[config.mk]
export PLATFORM = sky130hd
export DESIGN_NAME = midi_rx_ctrl
export DESIGN_NICKNAME = d
export VERILOG_FILES = /design/src/rtl/midi_pkg.sv /design/src/rtl/midi_msg_assembler.sv /design/src/rtl/midi_rx_ctrl.sv
export SDC_FILE = /design/constraint.sdc
export NUM_CORES = 1
export LEC_CHECK = 0
export ABC_CLOCK_PERIOD_IN_PS = 2300
export BUFFER_PORTS_ARGS = -buffer_cell sky130_fd_sc_hd__buf_2
export CORE_MARGIN = 10
export CORE_UTILIZATION = 56
export CTS_CLUSTER_SIZE = 8
export DETAILED_ROUTE_END_ITERATION = 10
export GPL_ROUTABILITY_DRIVEN = 0
export PLACE_DENSITY = 0.75
export SLEW_MARGIN = 0
export SYNTH_ARGS = -nofsm -noshare
export SYNTH_HDL_FRONTEND = slang
export SYNTH_SLANG_ARGS = --single-unit
[constraint.sdc]
create_clock -name CLK -period 2.3 [get_ports CLK]
set_clock_uncertainty 0.15 [all_clocks]
set_input_delay 0.115 -clock CLK [delete_from_list [all_inputs] [get_ports CLK]]
set_output_delay 0.115 -clock CLK [all_outputs]
set_load 0.05 [all_outputs]
[src/rtl/midi_pkg.sv]
// Shared types and MIDI byte-class constants for the MIDI receive path.
package midi_pkg;

    typedef enum logic [2:0] {
        IDLE,
        START,
        BITS,
        STOP,
        BREAK
    } rx_state_t;

    localparam logic [3:0] STATUS_NOTE_OFF = 4'h8;
    localparam logic [3:0] STATUS_NOTE_ON  = 4'h9;
    localparam logic [3:0] STATUS_PROG     = 4'hC;
    localparam logic [3:0] STATUS_CHPRESS  = 4'hD;
    localparam logic [7:0] SYS_BASE        = 8'hF0;
    localparam logic [7:0] RT_BASE         = 8'hF8;

    // Program change and channel pressure carry a single data byte.
    function automatic logic single_data(input logic [7:0] status);
        return (status[7:4] == STATUS_PROG) || (status[7:4] == STATUS_CHPRESS);
    endfunction

endpackage

[src/rtl/midi_msg_assembler.sv]
// Builds channel-voice messages from framed bytes with running status and tracks
// the currently sounding note for the LED display.
module midi_msg_assembler
    import midi_pkg::*;
(
    input  logic       clk_i,
    input  logic       rst_i,
    input  logic [7:0] byte_i,
    input  logic       byte_valid_i,
    output logic       msg_valid_o,
    output logic [7:0] status_o,
    output logic [7:0] data1_o,
    output logic [7:0] data2_o,
    output logic [7:0] led_o
);

    logic [7:0] run_q, run_d;
    logic       have_d1_q, have_d1_d;
    logic [7:0] d1_buf_q, d1_buf_d;
    logic       msg_valid_q, msg_valid_d;
    logic [7:0] status_q, status_d;
    logic [7:0] data1_q, data1_d;
    logic [7:0] data2_q, data2_d;
    logic [7:0] led_q, led_d;
    logic [7:0] msg_d1, msg_d2;

    always_comb begin
        run_d       = run_q;
        have_d1_d   = have_d1_q;
        d1_buf_d    = d1_buf_q;
        msg_valid_d = 1'b0;
        status_d    = status_q;
        data1_d     = data1_q;
        data2_d     = data2_q;
        led_d       = led_q;
        msg_d1      = byte_i;
        msg_d2      = 8'h00;
        if (have_d1_q) begin
            msg_d1 = d1_buf_q;
            msg_d2 = byte_i;
        end

        // Realtime bytes fall through untouched so they can interleave with a message.
        if (byte_valid_i && (byte_i < RT_BASE)) begin
            if (byte_i >= SYS_BASE) begin
                run_d     = 8'h00;
                have_d1_d = 1'b0;
            end else if (byte_i[7]) begin
                run_d     = byte_i;
                have_d1_d = 1'b0;
            end else if (run_q != 8'h00) begin
                if (!have_d1_q && !single_data(run_q)) begin
                    d1_buf_d  = byte_i;
                    have_d1_d = 1'b1;
                end else begin
                    msg_valid_d = 1'b1;
                    status_d    = run_q;
                    data1_d     = msg_d1;
                    data2_d     = msg_d2;
                    have_d1_d   = 1'b0;
                    if ((run_q[7:4] == STATUS_NOTE_ON) && (msg_d2 != 8'h00)) begin
                        led_d = msg_d1;
                    end else if (((run_q[7:4] == STATUS_NOTE_OFF) ||
                                  (run_q[7:4] == STATUS_NOTE_ON)) && (msg_d1 == led_q)) begin
                        led_d = 8'h00;
                    end
                end
            end
        end
    end

    always_ff @(posedge clk_i) begin
        if (rst_i) begin
            run_q       <= 8'h00;
            have_d1_q   <= 1'b0;
            d1_buf_q    <= 8'h00;
            msg_valid_q <= 1'b0;
            status_q    <= 8'h00;
            data1_q     <= 8'h00;
            data2_q     <= 8'h00;
            led_q       <= 8'h00;
        end else begin
            run_q       <= run_d;
            have_d1_q   <= have_d1_d;
            d1_buf_q    <= d1_buf_d;
            msg_valid_q <= msg_valid_d;
            status_q    <= status_d;
            data1_q     <= data1_d;
            data2_q     <= data2_d;
            led_q       <= led_d;
        end
    end

    assign msg_valid_o = msg_valid_q;
    assign status_o    = status_q;
    assign data1_o     = data1_q;
    assign data2_o     = data2_q;
    assign led_o       = led_q;

endmodule

[src/rtl/midi_rx_ctrl.sv]
// MIDI serial receiver: synchronises DATA, frames 8N1 bytes with mid-bit sampling
// and hands framed bytes to the message assembler.
module midi_rx_ctrl
    import midi_pkg::*;
#(
    parameter int unsigned OSR         = 128,
    parameter int unsigned SAMPLE_PT   = 64,
    parameter int unsigned SYNC_STAGES = 2
) (
    input  logic       CLK,
    input  logic       RESET,
    input  logic       DATA,
    output logic       BYTE_VALID,
    output logic [7:0] BYTE,
    output logic       FRAME_ERR,
    output logic       MSG_VALID,
    output logic [7:0] STATUS,
    output logic [7:0] DATA1,
    output logic [7:0] DATA2,
    output logic       BUSY,
    output logic [7:0] LED
);

    localparam int unsigned TW = $clog2(OSR);
    localparam logic [TW-1:0] TimerMax  = TW'(OSR - 1);
    localparam logic [TW-1:0] SampleCnt = TW'(SAMPLE_PT);

    logic [SYNC_STAGES-1:0] sync_q, sync_d;
    logic [TW-1:0]          timer_q, timer_d;
    rx_state_t              state_q, state_d;
    logic [2:0]             bit_idx_q, bit_idx_d;
    logic [7:0]             shift_q, shift_d;
    logic [7:0]             byte_q, byte_d;
    logic                   byte_valid_q, byte_valid_d;
    logic                   frame_err_q, frame_err_d;
    logic                   busy_q, busy_d;
    logic                   data_s;
    logic                   strobe;

    assign data_s = sync_q[SYNC_STAGES-1];
    assign strobe = (timer_q == SampleCnt);

    always_comb begin
        sync_d = {sync_q[SYNC_STAGES-2:0], DATA};

        if ((state_q == IDLE) && !data_s) begin
            timer_d = '0;
        end else if (timer_q == TimerMax) begin
            timer_d = '0;
        end else begin
            timer_d = timer_q + TW'(1);
        end

        state_d      = state_q;
        bit_idx_d    = bit_idx_q;
        shift_d      = shift_q;
        byte_d       = byte_q;
        byte_valid_d = 1'b0;
        frame_err_d  = 1'b0;

        case (state_q)
            IDLE: begin
                if (!data_s) begin
                    state_d = START;
                end
            end
            START: begin
                if (strobe) begin
                    if (data_s) begin
                        state_d = IDLE;
                    end else begin
                        state_d   = BITS;
                        bit_idx_d = 3'd0;
                    end
                end
            end
            BITS: begin
                if (strobe) begin
                    shift_d = {data_s, shift_q[7:1]};
                    if (bit_idx_q == 3'd7) begin
                        state_d = STOP;
                    end else begin
                        bit_idx_d = bit_idx_q + 3'd1;
                    end
                end
            end
            STOP: begin
                if (strobe) begin
                    if (data_s) begin
                        byte_d       = shift_q;
                        byte_valid_d = 1'b1;
                        state_d      = IDLE;
                    end else begin
                        frame_err_d = 1'b1;
                        state_d     = BREAK;
                    end
                end
            end
            BREAK: begin
                if (data_s) begin
                    state_d = IDLE;
                end
            end
            default: state_d = IDLE;
        endcase

        busy_d = (state_d != IDLE);
    end

    always_ff @(posedge CLK) begin
        if (RESET) begin
            sync_q       <= '1;
            timer_q      <= '0;
            state_q      <= IDLE;
            bit_idx_q    <= 3'd0;
            shift_q      <= 8'h00;
            byte_q       <= 8'h00;
            byte_valid_q <= 1'b0;
            frame_err_q  <= 1'b0;
            busy_q       <= 1'b0;
        end else begin
            sync_q       <= sync_d;
            timer_q      <= timer_d;
            state_q      <= state_d;
            bit_idx_q    <= bit_idx_d;
            shift_q      <= shift_d;
            byte_q       <= byte_d;
            byte_valid_q <= byte_valid_d;
            frame_err_q  <= frame_err_d;
            busy_q       <= busy_d;
        end
    end

    assign BYTE_VALID = byte_valid_q;
    assign BYTE       = byte_q;
    assign FRAME_ERR  = frame_err_q;
    assign BUSY       = busy_q;

    midi_msg_assembler u_msg_assembler (
        .clk_i        (CLK),
        .rst_i        (RESET),
        .byte_i       (byte_q),
        .byte_valid_i (byte_valid_q),
        .msg_valid_o  (MSG_VALID),
        .status_o     (STATUS),
        .data1_o      (DATA1),
        .data2_o      (DATA2),
        .led_o        (LED)
    );

endmodule
==> run_results.csv, run 1 <==
group,metric,value,unit
logic_synthesis,yosys_register_bits,83,
global_route,grt_pass1_vias,2518,
routing,wirelength,7420,um
logic_synthesis,synth_ff_type,"dfxtp_1",
routing,routed_via_density,5.50,
die,core_area,5920,um^2
die,dieArea,9590,um^2
timing,fin_tns_setup,0,ps
cts,clkSlewWorstSetupHoldPaths,70,ps
setup_path,rrSetupSlack,220,ps
place,placed_cell_area,3730,um^2
setup_path,critical_path_class,"reg -> reg",
cts,clockBufferDepth,2,
setup_path,worstPathArrival,2150,ps
routing,vias,2693,
setup_path,worstSetupEndpointType,"flop",
logic_synthesis,synth_cell_types,48,
place,port_buffers,46,
cts,cts_num_sinks,83,
timing,slew_headroom,59.0,%
layout,fin_area,3960,um^2
logic_synthesis,yosysWarnings,0,
logic_synthesis,synthTopCellsByCount,"dfxtp_1, nor2_1, nand2_1",
power,leakagePower,0.00163,uW
routing,postRouteAntennaNets,0,
setup_path,crit_start,"u_msg_assembler.have_d1_q",
setup_path,setup.worst_path.end,"u_msg_assembler.led_o[3]",
timing,fmax,480,MHz
die,die_h,97.9,um
run,drv_cap,0,
timing,finalSetupViolCount,0,
logic_synthesis,yosysMostFrequentCell,"dfxtp_1",
cts,htreeDepth,3,
place,dp_cells,472,
setup_path,reg2reg_to,"u_msg_assembler.led_o[3]",
logic_synthesis,postSynthCellCount,355,
setup_path,r2r_cells,5,
power,peakVddDrop,0.452,mV
logic_synthesis,synthTopCellsByArea,"dfxtp_1, mux2i_1, nor2_1",
layout,nFillCells,495,
setup_path,crit_path_start_kind,"flop",
routing,drtIter0Drc,88,
setup_path,crit_fanout,8,
setup_path,r2r_start,"u_msg_assembler.have_d1_q",
logic_synthesis,syn_area,3400,um^2
global_route,grtUsageTotal,15.1,%
timing,fin_crit_sh,90.6,%
timing,slew_viol_final,0,
global_route,grt_pass1_wl,12300,um
die,io_pins,47,
timing,fin_crit,2080,ps
cts,cts_tree,"built",
layout,final_core_util,66.9,%
min_path,hp-start,"sync_q[0]",
routing,first_pass_iters,5,
status,run_status,"completed",
routing,wire_per_inst,15.1,um
logic_synthesis,synth_enable_flop_cells,0,
layout,seq_area,1660,um^2
logic_synthesis,yosys.area.top_type,"dfxtp_1",
logic_synthesis,async_flop_share,0,%
layout,multiInputGateArea,1610,um^2
timing,final-hold-violation-count,0,
global_route,antenna_found_initial,0,
power,powerDensity,664,nW/um^2
die,initial_core_util,57.4,%
layout,finalNetCount,417,
global_route,grt_remaining_overflow,0,
layout,final_cells,490,
logic_synthesis,postSynthAreaPerCell,9.58,um^2
die,rows,28,
logic_synthesis,synth_nets,362,
layout,drive_above_1_share,21.0,%
setup_path,required,2370,ps
cts,cts_made_buffers,9,
routing,drcViolationCount,0,
timing,rsz0062_at_grt,"no",
layout,area_growth,16.4,%
cts,clk_latency,340,ps
cts,postCtsSetupRepairBufs,0,
cts,cts_root_buf,"clkbuf_8",
logic_synthesis,yosysSeqAreaShare,48.9,%
min_path,hold_class,"reg -> reg",
layout,diodes,0,
logic_synthesis,synth_top_area_share,48.9,%
timing,worst_slew_pin_slew,613,ps
place,dpl.hpwl,5280,um
global_route,grt_max_degree,29,
die,die_w,97.9,um
==> sequential cells by signal, summed over array words and instances (netlist names) <==
register and cells:
shift_q 8, u_msg_assembler.data1_o 8, u_msg_assembler.have_d1_q 1, bit_idx_q 3
timer_q 7, u_msg_assembler.run_q 8, u_msg_assembler.msg_valid_o 1, BYTE_VALID 1
u_msg_assembler.led_o 8, BYTE 8, state_q 3, u_msg_assembler.d1_buf_q 7
FRAME_ERR 1, BUSY 1, u_msg_assembler.data2_o 8, u_msg_assembler.status_o 8
sync_q 2
==> critical path, cell delays in order, from the launching register on <==
cell,delay [ps]
dfxtp_1,530
mux2i_1,390
xnor2_1,100
nor4_1,300
and4_2,390
o31ai_1,110
==> per-stage QoR <==
stage / power, uW / setup slack, ps / hold WS [ps]
2_1_floorplan: 1570 / 286 / 66.4
3_3_place_gp: 1590 / 278 / 152
3_5_place_dp: 1600 / 151 / 154
4_1_cts: 2660 / 148 / 273
5_1_grt: 2730 / 71.5 / 296
6_report: 2630 / 216 / 265
==> worst min-delay path by stage <==
stage | endpoint | slack, ps | cells past startpoint
6_report | sync_q[1] | 270 | 1
5_1_grt | sync_q[1] | 300 | 1
4_1_cts | sync_q[1] | 270 | 1
3_5_place_dp | sync_q[0] | 150 | 2
3_3_place_gp | sync_q[0] | 150 | 2
2_1_floorplan | u_msg_assembler.led_o[7] | 70 | 1
==> report_power, final <==
group / internal [uW] / leakage (uW) / switching [uW]
combinational: 35.0 / 0.000857 / 67.9
sequential: 1450 / 0.000670 / 13.8
clock: 593 / 0.000104 / 470
==> repair_timing <==
action | CTS | global route
gates resized for setup | 0 | 1
hold buffers | 2 | 0
hold endpoints to repair | 2 | 0
setup endpoints to repair | 0 | 3
==> layer usage <==
layer / routed length (um) / part of all wire, % / up-vias / GRT usage [%]
met4: 0 / 0 / 0 / 4.92
met2: 3780 / 51 / 61 / 25.4
met1: 3180 / 43 / 1272 / 17.8
li1: - / - / 1360 / -
met3: 453 / 6.1 / 0 / 4.65
met5: 0 / 0 / - / 0
==> final cells by class <==
cell class / count / area share (%)
sequential: 83 / 42.0
clock buffer: 15 / 4.45
timing repair buffer: 63 / 9.16
tap: 75 / 2.37
clock inverter: 1 / 0.758
multi-input combinational: 246 / 40.6
inverter: 7 / 0.664
==> layout by cell type, fill, tap and decap left out, types with 2 or more instances in the layout <==
cell type,instances
nor4_1,3
inv_1,7
nand3_1,5
xnor2_1,9
ha_1,4
nand2_1,34
a22oi_1,8
buf_2,46
xor2_1,4
a32oi_1,5
mux2i_1,31
o31ai_1,8
nor3_1,4
a21oi_1,16
clkbuf_1,3
a211oi_1,8
dlygate4sd3_1,2
dfxtp_1,83
nor4_2,2
buf_4,15
o22a_1,7
nor2b_1,2
nand2b_1,2
clkbuf_8,12
or2_2,3
nor2_1,61
and3_1,8
==> cells by family (layout without fill, tap and decap cells) <==
group | Yosys count | after routing | synth area share [%]
AND/OR/NAND/NOR | 137 | 137 | 19.5
flip-flops | 83 | 83 | 48.9
AO/OA/AOI/OAI | 61 | 61 | 13.8
multiplexers | 31 | 31 | 9.12
buffers and inverters | 26 | 86 | 3.86
XOR/XNOR | 13 | 13 | 3.35
adder cells (fa/ha/maj) | 4 | 4 | 1.47
Note: power is estimated with default switching activity, not from simulation.
==> run 2: changes to the inputs <==
Settings changed: CELL_PAD_IN_SITES_DETAIL_PLACEMENT set to 0, CELL_PAD_IN_SITES_GLOBAL_PLACEMENT set to 1, CORE_UTILIZATION 56 to 43.
==> run 2 against run 1 <==
  * Cell count up 4.7%
  * Flip-flop and latch count is the same
  * Routed wire length rose by 2.3%
  * First-iteration DRC count grew 31%
  * Worst setup slack better by 71 ps
  * Maximum frequency is 3.5% higher
  * Design area grew 0.41%
  * Non-clock buffer count down 4
  * Critical endpoint unchanged
==> run_results.csv, run 2 (same netlist as run 1, synthesis figures left out) <==
group,metric,value,unit
status,run_status,"completed",
timing,rsz0062_at_grt,"no",
timing,finalSetupViolCount,0,
setup_path,rrSetupSlack,290,ps
global_route,grt_pass1_wl,12600,um
die,die_w,109,um
timing,fin_crit_sh,87.5,%
cts,clkSlewWorstSetupHoldPaths,80,ps
place,port_buffers,46,
die,rows,32,
min_path,hold_class,"in -> reg",
timing,worst_slew_pin_slew,683,ps
power,powerDensity,661,nW/um^2
min_path,holdPathEnd,"u_msg_assembler.led_o[5]",
global_route,antenna_found_initial,0,
setup_path,worstPathArrival,2100,ps
setup_path,required,2390,ps
timing,final-hold-violation-count,0,
global_route,grtUsageTotal,13.3,%
setup_path,cp.buffers_inverters,0,
global_route,grt_remaining_overflow,0,
run,drv_cap,0,
die,core_area,7730,um^2
cts,cts_num_sinks,83,
routing,routed_via_density,5.23,
timing,fin_crit,2010,ps
setup_path,crit_fanout,8,
setup_path,crit_path_start_kind,"flop",
timing,slew_viol_final,0,
min_path,hp-start,"RESET",
cts,cts_made_buffers,9,
layout,multiInputGateArea,1610,um^2
cts,cts_tree,"built",
global_route,grt_max_degree,68,
setup_path,reg2reg_to,"u_msg_assembler.led_o[3]",
layout,diodes,0,
layout,area_growth,16.9,%
routing,wire_per_inst,14.8,um
setup_path,r2r_start,"u_msg_assembler.have_d1_q",
setup_path,slowest_delay,460,ps
place,dpl.hpwl,5170,um
global_route,grt_pass1_vias,2558,
die,initial_core_util,44.0,%
die,die_h,109,um
cts,clockBufferDepth,2,
setup_path,crit_start,"u_msg_assembler.have_d1_q",
routing,first_pass_iters,4,
layout,drive_above_1_share,20.9,%
timing,fin_tns_setup,0,ps
cts,htreeDepth,3,
setup_path,r2r_cells,5,
cts,clk_latency,350,ps
layout,nFillCells,736,
layout,layout_common_cells,"dfxtp_1, nor2_1, buf_2, nand2_1, mux2i_1",
routing,postRouteAntennaNets,0,
layout,final_common_cell,"dfxtp_1",
layout,finalNetCount,413,
setup_path,worstSetupEndpointType,"flop",
routing,drcViolationCount,0,
routing,wirelength,7590,um
layout,seq_area,1660,um^2
timing,slew_headroom,54.4,%
die,io_pins,47,
setup_path,worstPathCellList,"mux2i_1, xnor2_1, nor4_1, and4_1, o31ai_1",
setup_path,path_depth,5,
die,dieArea,11900,um^2
cts,cts_root_buf,"clkbuf_8",
routing,vias,2683,
power,leakagePower,0.00161,uW
timing,fmax,497,MHz
setup_path,critPathSlowestCell,"dfxtp_2",
setup_path,cpLargestDelayFamily,"simple AND/OR/NAND/NOR gates",
layout,final_core_util,51.5,%
setup_path,critical_path_class,"reg -> reg",
power,peakVddDrop,0.286,mV
routing,drtIter0Drc,115,
min_path,hold_depth,4,
run 2: changes by cell type in the layout (fill, tap and decap cells not counted), sizes merged:
cell         change
buf              -3
clkbuf           -2
clkinv           +1
clkinvlp         +1
dlygate4sd3      -1
run 2: area by class of cell:
class                   count  area share, %
well taps                 102           3.21
clock buffers              13           4.00
inverters                   7          0.661
clock inverters             3           1.16
repair buffers             59           8.62
flip-flops and latches     83           41.8
multi-input cells         246           40.5
run 2: routing by layer:
layer | GRT usage (%) | routed length [um]
met2 | 22.1 | 3740
met5 | 0 | 0
met3 | 3.36 | 339
met4 | 6.21 | 121
met1 | 15.9 | 3390
run 2: tightest hold or removal path: stages:
cell and delay (ps):
buf_2 90, inv_1 210, nand2_1 170, o31ai_1 60
run 2: how the worst max path moves through the flow:
stage | endpoint | slack, ps
global route | u_msg_assembler.status_o[4] | 130
global placement | u_msg_assembler.led_o[4] | 130
floorplan | u_msg_assembler.led_o[0] | 290
detailed placement | u_msg_assembler.led_o[5] | 100
CTS | u_msg_assembler.led_o[2] | 100
finish | u_msg_assembler.led_o[3] | 290
run 2: timing repair:
| item | in CTS | in global routing |
|---|---|---|
| setup endpoints to repair | 0 | 8 |
| setup buffers | 0 | 0 |
| resized for setup | 0 | 2 |
| hold endpoints to repair | 1 | 0 |
| hold buffers | 1 | 0 |
run 2: power by group:
group	switching, uW	internal, uW	total, uW
combinational	66.5	33.0	99.4
clock	501	564	1070
sequential	14.5	1450	1460
run 2: stage by stage:
| stage | worst slack, ps | hold WS, ps | power [uW] | std cells | area (um^2) |
|---|---|---|---|---|---|
| 4_1_cts | 97.2 | 177 | 2660 | 513 | 3970 |
| 5_1_grt | 131 | 203 | 2740 | 513 | 3980 |
| 3_3_place_gp | 133 | 150 | 1600 | 496 | 3760 |
| 6_report | 288 | 182 | 2630 | 513 | 3980 |
| 2_1_floorplan | 286 | 66.4 | 1570 | 355 | 3400 |
| 3_5_place_dp | 103 | 152 | 1600 | 496 | 3760 |
